## src/rtl/sub_result_if.sv

```systemverilog
// Handshake bundle between the subtractor, the result stage and the result-bus consumer.
// The slave modport is the result stage itself; the master modport is the surrounding environment.
interface sub_result_if #(
  parameter int SIZE = 8
);
  logic            in_valid;
  logic            in_ready;
  logic [SIZE:0]   in_result;
  logic            in_overflow;
  logic            out_valid;
  logic            out_ready;
  logic [SIZE-1:0] out_result;
  logic            out_zero;
  logic            out_negative;
  logic            out_overflow;

  modport slave (
    input  in_valid, in_result, in_overflow, out_ready,
    output in_ready, out_valid, out_result, out_zero, out_negative, out_overflow
  );

  modport master (
    output in_valid, in_result, in_overflow, out_ready,
    input  in_ready, out_valid, out_result, out_zero, out_negative, out_overflow
  );
endinterface

```

## src/rtl/sub_result_stage.sv

```systemverilog
// Registered 2-entry skid stage behind the subtractor with per-entry Z/N/V flags and a
// saturating overflow-event counter. Define SUB_STICKY_OVF_EN to add the ovf_sticky output.
module sub_result_stage #(
  parameter int SIZE      = 8,
  parameter int CNT_WIDTH = 8
) (
  input  logic                 clk,
  input  logic                 rst,
  sub_result_if.slave          bus,
  input  logic                 clr_count,
`ifdef SUB_STICKY_OVF_EN
  output logic                 ovf_sticky,
`endif
  output logic [CNT_WIDTH-1:0] ovf_count
);

  typedef struct packed {
    logic [SIZE-1:0] result;
    logic            zero;
    logic            negative;
    logic            overflow;
  } entry_t;

  typedef enum logic [1:0] {EMPTY, ONE, TWO} state_t;

  // Negative comes from the extra sign bit so it stays correct when the SIZE-bit view overflowed.
  function automatic entry_t make_entry(input logic [SIZE:0] res, input logic ovf);
    entry_t e;
    e.result   = res[SIZE-1:0];
    e.zero     = (res[SIZE-1:0] == '0);
    e.negative = res[SIZE];
    e.overflow = ovf;
    return e;
  endfunction

  function automatic logic [CNT_WIDTH-1:0] sat_inc(input logic [CNT_WIDTH-1:0] c);
    return (&c) ? c : c + 1'b1;
  endfunction

  state_t state;
  entry_t head;
  entry_t tail;
  entry_t entry_in;
  logic   in_ready_r;
  logic   out_valid_r;
  logic   accept;
  logic   pop;
  logic   count_ovf;

  assign entry_in  = make_entry(bus.in_result, bus.in_overflow);
  assign accept    = bus.in_valid && in_ready_r;
  assign pop       = out_valid_r && bus.out_ready;
  assign count_ovf = accept && bus.in_overflow;

  // Occupancy FSM: head is always the entry on the output bus, tail is the skid slot.
  always_ff @(posedge clk) begin
    if (rst) begin
      state       <= EMPTY;
      in_ready_r  <= 1'b1;
      out_valid_r <= 1'b0;
      head        <= '0;
    end else begin
      case (state)
        EMPTY: begin
          if (accept) begin
            head        <= entry_in;
            state       <= ONE;
            out_valid_r <= 1'b1;
          end
        end
        ONE: begin
          if (accept && !pop) begin
            tail       <= entry_in;
            state      <= TWO;
            in_ready_r <= 1'b0;
          end else if (pop && !accept) begin
            state       <= EMPTY;
            out_valid_r <= 1'b0;
          end else if (accept && pop) begin
            head <= entry_in;
          end
        end
        TWO: begin
          if (pop) begin
            head       <= tail;
            state      <= ONE;
            in_ready_r <= 1'b1;
          end
        end
        default: begin
          state       <= EMPTY;
          in_ready_r  <= 1'b1;
          out_valid_r <= 1'b0;
        end
      endcase
    end
  end

  // A counted accept on the clear edge restarts the count at 1 rather than losing the event.
  always_ff @(posedge clk) begin
    if (rst) begin
      ovf_count <= '0;
    end else if (clr_count) begin
      ovf_count <= count_ovf ? CNT_WIDTH'(1) : '0;
    end else if (count_ovf) begin
      ovf_count <= sat_inc(ovf_count);
    end
  end

`ifdef SUB_STICKY_OVF_EN
  always_ff @(posedge clk) begin
    if (rst) begin
      ovf_sticky <= 1'b0;
    end else if (count_ovf) begin
      ovf_sticky <= 1'b1;
    end else if (clr_count) begin
      ovf_sticky <= 1'b0;
    end
  end
`endif

  assign bus.in_ready     = in_ready_r;
  assign bus.out_valid    = out_valid_r;
  assign bus.out_result   = head.result;
  assign bus.out_zero     = head.zero;
  assign bus.out_negative = head.negative;
  assign bus.out_overflow = head.overflow;

endmodule

```

## src/flat_wrapper.sv

```systemverilog
// flat-port wrapper written by rule: the top's interface ports become plain ports
module sub_result_stage_flat 
#(
  parameter int SIZE      = 8,
  parameter int CNT_WIDTH = 8
)
  (clk, rst, clr_count, ovf_count, bus_in_valid, bus_in_result, bus_in_overflow, bus_out_ready, bus_in_ready, bus_out_valid, bus_out_result, bus_out_zero, bus_out_negative, bus_out_overflow);
  sub_result_if #(.SIZE(SIZE)) bus_i ();
  input  logic clk;
  input  logic rst;
  input  logic clr_count;
  output logic [CNT_WIDTH-1:0] ovf_count;
  input wire logic [$bits(bus_i.in_valid)-1:0] bus_in_valid;
  input wire logic [$bits(bus_i.in_result)-1:0] bus_in_result;
  input wire logic [$bits(bus_i.in_overflow)-1:0] bus_in_overflow;
  input wire logic [$bits(bus_i.out_ready)-1:0] bus_out_ready;
  output wire logic [$bits(bus_i.in_ready)-1:0] bus_in_ready;
  output wire logic [$bits(bus_i.out_valid)-1:0] bus_out_valid;
  output wire logic [$bits(bus_i.out_result)-1:0] bus_out_result;
  output wire logic [$bits(bus_i.out_zero)-1:0] bus_out_zero;
  output wire logic [$bits(bus_i.out_negative)-1:0] bus_out_negative;
  output wire logic [$bits(bus_i.out_overflow)-1:0] bus_out_overflow;
  assign bus_i.in_valid = bus_in_valid;
  assign bus_i.in_result = bus_in_result;
  assign bus_i.in_overflow = bus_in_overflow;
  assign bus_i.out_ready = bus_out_ready;
  assign bus_in_ready = bus_i.in_ready;
  assign bus_out_valid = bus_i.out_valid;
  assign bus_out_result = bus_i.out_result;
  assign bus_out_zero = bus_i.out_zero;
  assign bus_out_negative = bus_i.out_negative;
  assign bus_out_overflow = bus_i.out_overflow;
  sub_result_stage #(.SIZE(SIZE), .CNT_WIDTH(CNT_WIDTH)) u_core (.clk(clk), .rst(rst), .bus(bus_i), .clr_count(clr_count), .ovf_count(ovf_count));
endmodule
```

## config.mk

```make
export PLATFORM = sky130hd
export DESIGN_NAME = sub_result_stage_flat
export DESIGN_NICKNAME = d
export VERILOG_FILES = /design/src/rtl/sub_result_if.sv /design/src/rtl/sub_result_stage.sv /design/src/flat_wrapper.sv
export SDC_FILE = /design/constraint.sdc
export NUM_CORES = 1
export LEC_CHECK = 0
export CORE_ASPECT_RATIO = 0.9
export CORE_MARGIN = 2
export CORE_UTILIZATION = 52
export DETAILED_ROUTE_END_ITERATION = 16
export PLACE_DENSITY = 0.93
export SYNTH_ARGS = -nofsm -noshare
export SYNTH_HDL_FRONTEND = slang
export SYNTH_SLANG_ARGS = --single-unit
```

## constraint.sdc

```tcl
create_clock -name clk -period 4.3 [get_ports clk]
set_input_delay 0.43 -clock clk [delete_from_list [all_inputs] [get_ports clk]]
set_output_delay 0.43 -clock clk [all_outputs]
set_load 0.1 [all_outputs]
```

=== After elaboration in Yosys (flattened, before gate mapping) ===
Index checks and enable logic that the tools add are counted.

* Flip-flop bits (word level): 34
* Output and inout bits: 21
* Logic and storage cells: 68

* $add $sub $neg: 1
* Eq/ne operators: 11
* Muxes and demuxes: 22
* Bitwise operators: 3
* Reductions and logical operators: 19

{| class="wikitable"
|+ Operators by type and width
! kind !! count
|-
| $mux W11 || 5
|-
| $pmux W11 S3 || 1
|-
| $mux W8 || 3
|-
| $ne A2 B1 Y1 const B || 5
|-
| $reduce_and A3 Y1 || 3
|-
| $add A8 B1 Y8 const B || 1
|-
| $logic_not A8 Y1 || 1
|-
| $mux W2 || 4
|-
| $reduce_and A8 Y1 || 1
|-
| $logic_and A1 B1 Y1 || 6
|-
| $mux W1 || 6
|-
| $ne A2 B2 Y1 const B || 3
|-
| $pmux W1 S3 || 2
|-
| $pmux W2 S3 || 1
|-
| $reduce_and A6 Y1 || 1
|-
| $reduce_and A4 Y1 || 1
|-
| $ne A3 B1 Y1 const B || 1
|-
| $not A1 Y1 || 3
|-
| $reduce_bool A3 Y1 || 1
|-
| $eq A2 B1 Y1 const B || 1
|-
| $eq A2 B2 Y1 const B || 1
|-
| $logic_not A1 Y1 || 2
|-
| $logic_not A2 Y1 || 1
|-
| $reduce_and A2 Y1 || 1
|-
| $reduce_bool A2 Y1 || 1
|}

=== Logic depth before layout (Yosys ltp) ===
Gate-level depths: netlist of run 1.

* Depth after elaboration: 6
* Mapped depth: 6
* Depth with buffers taken out: 5

=== Least setup slack after synthesis of run 1 ===
OpenSTA, ideal clock, no wires.

* Path type: register to register
* Start point: register u_core.in_ready_r, in the netlist u_core.bus.in_ready
* End point: register u_core.tail[0] in the netlist's numbering (enable)
* Library setup time: 0.393 ns
* Arrival: 2.072 ns
* Required time: 3.907 ns
* Setup slack: 1.835 ns
* Cell stages (with the launch flop): 3
* Clock period less this slack: 2.465 ns
* Cells stage by stage: dfxtp_1 -> nand3b_1 -> nor3_1

* Cells in the longest elaborated chain, start to end: 3

{| class="wikitable"
|+ Ends and longest elaborated chain
! element !! RTL line !! RTL
|-
| start, declared || sub_result_stage.sv:44 || <nowiki>logic in_ready_r;</nowiki>
|-
| start signal, assigned || sub_result_stage.sv:59 || <nowiki>in_ready_r <= 1'b1;</nowiki>
|-
| start signal, assigned || sub_result_stage.sv:75 || <nowiki>in_ready_r <= 1'b0;</nowiki>
|-
| start signal, assigned || sub_result_stage.sv:87 || <nowiki>in_ready_r <= 1'b1;</nowiki>
|-
| $logic_and A1 B1 Y1 || sub_result_stage.sv:51 || <nowiki>assign accept = bus.in_valid && in_ready_r;</nowiki>
|-
| $logic_and A1 B1 Y1 || sub_result_stage.sv:72 || <nowiki>if (accept && !pop) begin</nowiki>
|-
| $reduce_and A3 Y1 (no source line) || -- ||
|-
| end signal, assigned || sub_result_stage.sv:73 || <nowiki>tail <= entry_in;</nowiki>
|-
| end, declared || sub_result_stage.sv:42 || <nowiki>entry_t tail;</nowiki>
|}

No other way between the ends.
A chain may end at the register's enable or synchronous reset.

=== Worst setup path in the final report of run 1 ===
* Start point: register u_core.in_ready_r, in the netlist u_core.bus.in_ready
* End point: output bus_in_ready

{| class="wikitable"
|+ RTL lines
! element !! RTL line !! RTL
|-
| end, declared || flat_wrapper.sv:17 || <nowiki>output wire logic [$bits(bus_i.in_ready)-1:0] bus_in_ready;</nowiki>
|}

No word-level cell between the ends.

==> summary.md, run 1 <==
| Metric | Value |
|---|---|
| Outcome | `complete, no violations` |
| Die X | `60.5 um` |
| Clock Tree Buf Depth | `2` |
| Most frequent cells in the layout | `35 x clkdlybuf4s50_1, 23 x dfxtp_1, 20 x nor2_1, 11 x mux2i_1, 11 x edfxtp_1` |
| Synth unique cells | `38` |
| Post-CTS sizing | `0` |
| Syn Std Cell Area | `0.00150 mm^2` |
| Initial Util | `54.4%` |
| # IOs | `36` |
| Yosys warning count | `0` |
| Hold WC Path Type | `register to register` |
| Flops & latches, synth | `34` |
| Hold Vio Cnt, Final | `0` |
| CTS tree | `built` |
| Final period utilization | `55.9%` |
| Minimum clock period | `2410 ps` |
| Critical path type | `register to primary output` |
| Initial antenna violation count | `0` |
| Routed WL | `3.18 mm` |
| Commonest non-fill, non-tap cell in the layout | `clkdlybuf4s50_1` |
| WL/cell | `14.7 um` |
| First-pass GRT wire length | `5.11 mm` |
| H-tree Lvls | `2` |
| Post-route cell area | `0.00196 mm^2` |
| Worst path slowest cell | `clkdlybuf4s50_1` |
| CTS buffer count | `5` |
| Leakage | `0.752 nW` |
| Worst slew margin relative to its limit | `33.9%` |
| DR vias/cell | `5.68` |
| Pre-antenna DRT Iters | `4` |
| Post-synthesis net count | `156` |
| Die Area | `0.00332 mm^2` |
| Highest cell delay on the worst timing path | `1180 ps` |
| Root buf cell | `clkbuf_4` |
| Slew Limit Fails | `0` |
| Data arrival, critical path | `1980 ps` |
| WP data required | `3870 ps` |
| DRC errors left | `0` |
| Synth Instances | `140` |
| CP Buf/Inv Count | `1` |
| Clock sinks | `34` |
| Die height | `54.9 um` |
| Fmax achieved | `0.416 GHz` |
| GP Congestion | `0.720` |
| # port buffers | `35` |
| Skew final | `11.5 ps` |
| CP Launch Type | `register` |
| RSZ-0062 raised after global routing | `no` |
| Max-cap viol count | `0` |
| Setup bufs post-CTS | `0` |
| DP Wirelength | `2.36 mm` |
| Gr ovfl total | `0` |
| PD cells | `461 mW/mm^2` |
| Max rail drop VDD | `0.285 mV` |
| Placed cell area | `0.00186 mm^2` |
| Worst skew pair latency | `330 ps` |
| CP cell instances | `clkdlybuf4s50_1` |
| Maximum fanout along the worst path | `8` |
| Post-DRT Antenna Nets | `0` |
| Clock slew at reported path FFs | `100 ps` |
| Layout Area Growth over Synthesis | `31.0%` |
| Critical Path End Type | `primary output` |
| Nets | `192` |
| Sequential fraction of the synthesis area | `52.9%` |
| Vias in the first global route | `1114` |
| Final setup violation count | `0` |
| Setup_tns | `0 ps` |
| Largest net degree at the start of global routing | `23` |
| DR vias | `1232` |
| GRT Overall Usage | `21.4%` |
| Core Area | `0.00275 mm^2` |
| CTS hold repair buffers | `0` |
| Layout cells sized above 1 | `8.47%` |
| Syn Area/Cell | `10.7 um^2` |
| Post-layout utilization of the core | `71.3%` |
| # rows | `18` |
| Initial DRC count | `45` |
| Crit-path leading delay family | `buffers and inverters` |
| Ant. Diodes | `0` |
| Measured slew at the worst slew-check pin | `988 ps` |
[flip-flops by register name, indices dropped and copies added, names as in the netlist]
| register | cells |
|---|---|
| u_core.bus.in_ready | 1 |
| u_core.tail | 11 |
| u_core.bus.out_valid | 1 |
| u_core.bus.out_zero | 1 |
| u_core.state | 2 |
| u_core.bus.out_overflow | 1 |
| u_core.bus.out_result | 8 |
| u_core.ovf_count | 8 |
| u_core.bus.out_negative | 1 |
[worst paths after layout]
kind / from / to / slack, ps / cells past startpoint
setup / recovery: u_core.bus.in_ready / bus_in_ready / 1890 / 1
hold / removal: u_core.bus.out_overflow / u_core.bus.out_overflow / 520 / 2
setup reg to reg: u_core.bus.out_valid / u_core.bus.out_result[1] / 2480 / 4
hold reg to reg: u_core.bus.out_overflow / u_core.bus.out_overflow / 520 / 2
[Yosys cell counts (all sizes together)]
library cell  number  area (um^2)
xor2               3         26.3
o21ai              4         20.0
mux2i             11          110
o31ai              1         7.51
clkbuf             3         12.5
a31oi              2         12.5
nand4              2         12.5
nand4bb            1         11.3
nand3              2         10.0
o21a               1         7.51
buf                4         32.5
nand2              7         26.3
a21oi              4         20.0
or4                2         22.5
nor3               2         10.0
a211oi            11         92.6
dfxtp             23          460
or3b               1         8.76
nor2              20         75.1
ha                 1         12.5
nor3b              2         15.0
o211ai             3         27.5
a221oi             1         8.76
nand4b             1         8.76
a22o               1         8.76
and3               4         25.0
or2                1         6.26
nand3b             2         15.0
edfxtp            11          330
nand2b             2         12.5
o21bai             4         30.0
inv                1         3.75
or3                2         12.5
[per-layer routing]
| metal | up-vias | part of all wire, % | track usage, % |
|---|---|---|---|
| li1 | 596 | - | - |
| met1 | 596 | 43 | 28.6 |
| met2 | 36 | 51 | 34.1 |
| met3 | 4 | 5.3 | 4.96 |
| met4 | 0 | 0.97 | 7.61 |
| met5 | - | 0 | 0 |
[per-stage QoR]
stage / worst slack [ps] / hold WS [ps] / power (W) / instances
finish: 1890 / 517 / 0.000902 / 217
global route: 1810 / 539 / 0.000939 / 217
CTS: 1880 / 520 / 0.000906 / 217
detailed placement: 1890 / 506 / 0.000638 / 209
global placement: 2110 / 488 / 0.000630 / 209
floorplan: 1840 / 502 / 0.000575 / 140
[layout make-up]
cell class                      instances  area, um^2
Timing Repair Buffer                   36         358
Clock inverter                          2        38.8
Sequential cell                        34         791
Fill cell                             215         788
Clock buffer                            6        62.6
Tap cell                               40        50.0
Multi-Input combinational cell         98         656
Inverter                                1        3.75
[cells by family after synthesis]
kind of cell,share of synthesized area [%]
buf+inv,3.26
flops,52.9
mux,7.36
fa+ha+maj,0.837
xor+xnor,1.76
simple gates,18.2
compound gates,15.7
[where the power goes]
group          total [W]  internal, W  switching [W]
sequential      0.000372     0.000355      0.0000176
clock           0.000272     0.000159       0.000113
combinational   0.000259    0.0000707       0.000188
Power figures use the tool's default switching activity.
==> run 2: changes to the inputs <==
--- a/config.mk
+++ b/config.mk
@@ -7,9 +7,9 @@
 export LEC_CHECK = 0
 export CORE_ASPECT_RATIO = 0.9
 export CORE_MARGIN = 2
-export CORE_UTILIZATION = 52
+export CORE_UTILIZATION = 48
 export DETAILED_ROUTE_END_ITERATION = 16
-export PLACE_DENSITY = 0.93
+export PLACE_DENSITY = 0.88
 export SYNTH_ARGS = -nofsm -noshare
 export SYNTH_HDL_FRONTEND = slang
 export SYNTH_SLANG_ARGS = --single-unit
==> constraint.sdc (replaced) <==
create_clock -name clk -period 2.4 [get_ports clk]
set_input_delay 0.24 -clock clk [delete_from_list [all_inputs] [get_ports clk]]
set_output_delay 0.24 -clock clk [all_outputs]
set_load 0.1 [all_outputs]
==> summary.md, run 2 (same netlist as run 1, synthesis figures left out) <==
| Metric | Value |
|---|---|
| Outcome | `complete, no violations` |
| Post-Layout Cell Count | `221 (+1.8%)` |
| Hold_sp | `bus_in_result[8]` |
| Commonest non-fill, non-tap cell in the layout | `buf_4` |
| CTS hold repair buffers | `0 (unchanged)` |
| Maximum fanout along the worst path | `13 (+5)` |
| DRC errors left | `0 (unchanged)` |
| Critical Path End Type | `register` |
| Power Internal | `0.000970 W (+66%)` |
| PD cells | `804 mW/mm^2 (+75%)` |
| Sw Pwr | `0.000563 W (+77%)` |
| CP cell instances | `nand2b_1 -> mux2i_1 -> a211oi_1` |
| GRT Overall Usage | `20.6% (-0.77 points)` |
| GP Congestion | `0.779 (+8.2%)` |
| Final period utilization | `65.5%` |
| Post-route cell area | `0.00191 mm^2 (-2.7%)` |
| Setup bufs post-CTS | `0 (unchanged)` |
| Sw Ratio | `36.7% (+1.4 points)` |
| Leakage | `0.789 nW (+4.9%)` |
| CTS buffer count | `5 (unchanged)` |
| Post-layout utilization of the core | `63.1% (-8.2 points)` |
| Data arrival, critical path | `1830 ps (-150 ps)` |
| Worst path slowest cell | `nand2b_1` |
| Gr ovfl total | `0 (unchanged)` |
| H-tree Lvls | `2 (unchanged)` |
| CP Launch Type | `register` |
| Core Area | `0.00302 mm^2 (+9.9%)` |
| Clock Power Share | `26.9% (-3.2 points)` |
| DR vias/cell | `5.53 (-2.5%)` |
| Fmax achieved | `0.636 GHz` |
| # rows | `19 (+1)` |
| Clock sinks | `34 (unchanged)` |
| Routed WL | `3.25 mm (+2.0%)` |
| Minimum clock period | `1570 ps` |
| Skew final | `6.56 ps (-4.96 ps)` |
| Met2 Use GR | `35.8% (+1.7 points)` |
| Max reg flops | `11 (unchanged)` |
| # IOs | `36 (unchanged)` |
| Initial DRC count | `43 (-4.4%)` |
| Highest cell delay on the worst timing path | `600 ps (-580 ps)` |
| Die X | `62.8 um (+3.8%)` |
| Seq pwr share | `43.4% (+2.2 points)` |
| DP Wirelength | `2.37 mm (+0.60%)` |
| Layout cells sized above 1 | `21.8% (+13 points)` |
| Most flops, register | `u_core.tail` |
| Clock slew at reported path FFs | `100 ps (about the same)` |
| Root buf cell | `clkbuf_4` |
| Worst skew pair latency | `340 ps (about the same)` |
| RR Startpoint | `u_core.state[0]` |
| Max-cap viol count | `0 (unchanged)` |
| Placed Cells | `213 (+1.9%)` |
| Nets | `194 (+1.0%)` |
| DR vias | `1223 (-0.73%)` |
| Slew Limit Fails | `0 (unchanged)` |
| M3 GR Usage | `9.07% (+4.1 points)` |
| Initial antenna violation count | `0 (unchanged)` |
| M1 GR Usage | `22.3% (-6.4 points)` |
| First-pass GRT wire length | `5.61 mm (+9.9%)` |
| CP Buf/Inv Count | `0 (-1)` |
| Measured slew at the worst slew-check pin | `707 ps (-281 ps)` |
| Crit-path leading delay family | `simple AND/OR/NAND/NOR gates` |
| Hold WC Path Type | `primary input to register` |
| # port buffers | `35 (unchanged)` |
| WL/cell | `14.7 um (+0.19%)` |
| Post-DRT Antenna Nets | `0 (unchanged)` |
| Comb power frac | `29.7% (+1.0 points)` |
| Placed cell area | `0.00183 mm^2 (-1.6%)` |
| GR peak layer | `met2` |
| Clock Tree Buf Depth | `2 (unchanged)` |
| Post-CTS sizing | `0 (unchanged)` |
| RSZ-0062 raised after global routing | `no` |
| Die height | `56.9 um (+3.8%)` |
| Final setup violation count | `0 (unchanged)` |
| Worst slew margin relative to its limit | `52.8% (+19 points)` |
| Die Area | `0.00358 mm^2 (+7.7%)` |
| Setup_tns | `0 ps (unchanged)` |
| WP data required | `2660 ps (-1210 ps)` |
| Most frequent cells in the layout | `24 x buf_4, 23 x dfxtp_1, 20 x nor2_1, 14 x clkdlybuf4s50_1` |
| Max rail drop VDD | `0.418 mV (+47%)` |
| Pre-antenna DRT Iters | `4 (unchanged)` |
| Vias in the first global route | `1284 (+15%)` |
| CTS tree | `built` |
| Critical path type | `register to register` |
| Critical Path Start | `u_core.state[0]` |
| Ant. Diodes | `0 (unchanged)` |
| Layout Area Growth over Synthesis | `27.4%` |
| Initial Util | `49.5% (-4.9 points)` |
| Largest net degree at the start of global routing | `23 (unchanged)` |
| Hold Vio Cnt, Final | `0 (unchanged)` |
run 2: cell count changes in the layout (fill, tap and decap cells not counted), sizes merged:
| cell | before | now |
|---|---|---|
| buf | 1 | 24 |
| clkdlybuf4s50 | 35 | 14 |
| clkinv | 1 | 2 |
| clkbuf | 6 | 5 |
run 2: worst paths after layout:
check	to	slack, ps	depth (start not counted)
hold / removal	u_core.tail[1]	500	1
setup reg to reg	u_core.bus.out_result[4]	830	3
setup / recovery	u_core.bus.out_result[4]	830	3
hold reg to reg	u_core.bus.out_negative	510	2
run 2: routing by layer:
metal / routed length, um / vias up
li1: - / 598
met5: 0 / -
met4: 55 / 0
met1: 1360 / 575
met2: 1630 / 42
met3: 208 / 8
run 2: area by class of cell:
cell class,instances,area (um^2)
Fill cell,252,1110
Sequential cell,34,791
Multi-Input combinational cell,98,661
Timing Repair Buffer,38,320
Tap cell,42,52.6
Clock inverter,3,40.0
Clock buffer,5,37.5
Inverter,1,3.75
run 2: per-stage QoR:
step	hold slack (ps)	power [W]	setup WS [ps]
floorplan	339	0.00103	238
global placement	489	0.00112	619
detailed placement	497	0.00114	519
CTS	491	0.00155	810
global route	488	0.00160	696
finish	498	0.00153	828
run 2: power by group through the flow:
stage | Clock, W | Sequential [W] | Combinational [W]
after floorplan | 0 | 0.000907 | 0.000125
after global placement | 0 | 0.000675 | 0.000450
after detailed placement | 0 | 0.000678 | 0.000459
after CTS | 0.000422 | 0.000665 | 0.000459
after global routing | 0.000452 | 0.000670 | 0.000479
final | 0.000412 | 0.000665 | 0.000456
==> run 3: changes to the inputs <==
==> constraint.sdc (replaced) <==
create_clock -name clk -period 1.5 [get_ports clk]
set_input_delay 0.15 -clock clk [delete_from_list [all_inputs] [get_ports clk]]
set_output_delay 0.15 -clock clk [all_outputs]
set_load 0.1 [all_outputs]
==> summary.md, run 3 (same netlist as run 1, synthesis figures left out) <==
| Metric | Value |
|---|---|
| Outcome | `complete, no violations` |
| M1 GR Usage | `26.8% (+4.6 points)` |
| RR Startpoint | `u_core.ovf_count[0]` |
| Highest cell delay on the worst timing path | `570 ps (-30 ps)` |
| GR peak layer | `met2` |
| Slew Limit Fails | `0 (unchanged)` |
| Critical path type | `primary input to register` |
| Final setup violation count | `0 (unchanged)` |
| WP data required | `1770 ps (-890 ps)` |
| Reg2Reg Setup Slack | `110 ps (-720 ps)` |
| First-pass GRT wire length | `6.21 mm (+11%)` |
| Filler cell count | `210 (-17%)` |
| Hold Vio Cnt, Final | `0 (unchanged)` |
| Initial antenna violation count | `0 (unchanged)` |
| # IOs | `36 (unchanged)` |
| Clock sinks | `34 (unchanged)` |
| # port buffers | `35 (unchanged)` |
| Initial Util | `49.5% (unchanged)` |
| DP Wirelength | `2.77 mm (+17%)` |
| Hold WC Path Type | `primary input to register` |
| Levels on crit path | `5 (+2)` |
| Clock Power Share | `21.1% (-5.8 points)` |
| Reg2reg end | `u_core.ovf_count[4]` |
| Layout cells sized above 1 | `34.0% (+12 points)` |
| Crit-path leading delay family | `simple AND/OR/NAND/NOR gates` |
| Initial DRC count | `77 (+79%)` |
| H-tree Lvls | `2 (unchanged)` |
| Die height | `56.9 um (unchanged)` |
| Layout Area Growth over Synthesis | `56.7%` |
| CP cell instances | `clkdlybuf4s50_1 -> or4_4 -> o21ai_1 -> o21ai_1 -> a211oi_2` |
| Sw Ratio | `37.4% (+0.66 points)` |
| Leakage | `0.936 nW (+19%)` |
| CTS tree | `built` |
| M3 GR Usage | `6.71% (-2.4 points)` |
| CP Buf/Inv Count | `1 (+1)` |
| GRT Overall Usage | `22.6% (+2.0 points)` |
| PD cells | `1090 mW/mm^2 (+36%)` |
| Worst r2r path cells | `5 (+2)` |
| CTS buffer count | `5 (unchanged)` |
| RSZ-0062 raised after global routing | `no` |
| Nets | `209 (+7.7%)` |
| Minimum clock period | `1400 ps` |
| GP Congestion | `0.847 (+8.8%)` |
| Clock Tree Buf Depth | `2 (unchanged)` |
| CTS hold repair buffers | `0 (unchanged)` |
| Max reg flops | `11 (unchanged)` |
| Largest net degree at the start of global routing | `22 (-4.3%)` |
| Core Area | `0.00302 mm^2 (unchanged)` |
| Commonest non-fill, non-tap cell in the layout | `buf_12` |
| Skew final | `6.33 ps (-0.230 ps)` |
| Sw Pwr | `0.000955 W (+70%)` |
| DR vias/cell | `5.56 (+0.46%)` |
| Max-cap viol count | `0 (unchanged)` |
| Worst hold slack | `412 ps (-85.5 ps)` |
| DRC errors left | `0 (unchanged)` |
| Crit path capture | `u_core.bus.out_zero` |
| Worst slew margin relative to its limit | `83.8% (+31 points)` |
| Fmax achieved | `0.712 GHz` |
| Root buf cell | `clkbuf_4` |
| CP dominant cell by count | `o21ai_1` |
| Power Internal | `0.00160 W (+65%)` |
| Pre-antenna DRT Iters | `4 (unchanged)` |
| Die Area | `0.00358 mm^2 (unchanged)` |
| Post-layout utilization of the core | `77.6% (+14 points)` |
| Seq pwr share | `42.3% (-1.1 points)` |
| Clock slew at reported path FFs | `110 ps (about the same)` |
| Worst skew pair latency | `340 ps (about the same)` |
| Maximum fanout along the worst path | `3 (-10)` |
| Vias in the first global route | `1314 (+2.3%)` |
| Most flops, register | `u_core.tail` |
| Max rail drop VDD | `0.583 mV (+39%)` |
| Worst path slowest cell | `or4_4` |
| Setup_tns | `0 ps (unchanged)` |
| DR vias | `1312 (+7.3%)` |
| WL/cell | `15.8 um (+7.4%)` |
| Data arrival, critical path | `1670 ps (-160 ps)` |
| Critical Path Start | `bus_in_result[2]` |
| Post-DRT Antenna Nets | `0 (unchanged)` |
| Die X | `62.8 um (unchanged)` |
| Ant. Diodes | `0 (unchanged)` |
| Most frequent cells in the layout | `23 x buf_12, 20 x nor2_1, 16 x buf_4, 14 x clkdlybuf4s50_1, 12 x dfxtp_1` |
| Critical Path End Type | `register` |
| Comb power frac | `36.5% (+6.8 points)` |
| Gr ovfl total | `0 (unchanged)` |
| Met2 Use GR | `38.4% (+2.6 points)` |
| # rows | `19 (unchanged)` |
| Final period utilization | `93.6%` |
| Measured slew at the worst slew-check pin | `243 ps (-465 ps)` |
| Routed WL | `3.73 mm (+15%)` |
| CP Launch Type | `primary input` |
run 3: changes by cell type in the layout (fill, tap and decap cells not counted), moves of 8 or more:
cell     before  now
dfxtp_4       0   10
buf_4        24   16
dfxtp_1      23   12
buf_12        0   23
run 3: layout make-up:
class                      count  area (um^2)  area share [%]
clock buffer                   6         51.3            2.19
clock inverter                 2         12.5           0.534
inverter                       1         3.75           0.160
multi-input combinational     98          672            28.7
sequential                    34          830            35.4
tap                           42         52.6            2.24
timing repair buffer          53          721            30.8
run 3: stage by stage:
step,area (um^2),power [W],setup WS (ps),cells
global placement,2260,0.00201,-121,226
global route,2340,0.00265,6.20,236
detailed placement,2260,0.00204,-251,226
CTS,2320,0.00257,29.5,234
floorplan,1540,0.00164,-76.7,140
finish,2340,0.00256,96.4,236
run 3: power groups by stage:
stage                     Clock [W]  Sequential [W]  Combinational (W)
after floorplan                   0         0.00144           0.000203
final                      0.000540         0.00108           0.000934
after global routing       0.000591         0.00109           0.000972
after detailed placement          0         0.00110           0.000933
after CTS                  0.000557         0.00108           0.000934
after global placement            0         0.00110           0.000909
run 3: what timing repair did:
| action | CTS | global route |
|---|---|---|
| setup endpoints to repair | 1 | 5 |
| buffers inserted | 0 | 2 |
| pin swaps | 0 | 1 |
| resized for setup | 1 | 2 |
run 3: worst min-delay path by stage:
stage / start / endpoint / slack (ps) / depth (start not counted)
floorplan: bus_in_overflow / u_core.tail[0] / 250 / 0
global placement: u_core.bus.out_valid / u_core.state[1] / 500 / 1
detailed placement: u_core.ovf_count[6] / u_core.ovf_count[6] / 520 / 1
CTS: bus_in_result[8] / u_core.tail[1] / 400 / 1
global route: bus_in_result[8] / u_core.tail[1] / 400 / 1
finish: bus_in_result[8] / u_core.tail[1] / 410 / 1
run 3: routing by layer:
metal  wire [um]  part of all wire [%]
met2        1880                    50
met1        1530                    41
met5           0                     0
met3         245                   6.6
met4          78                   2.1
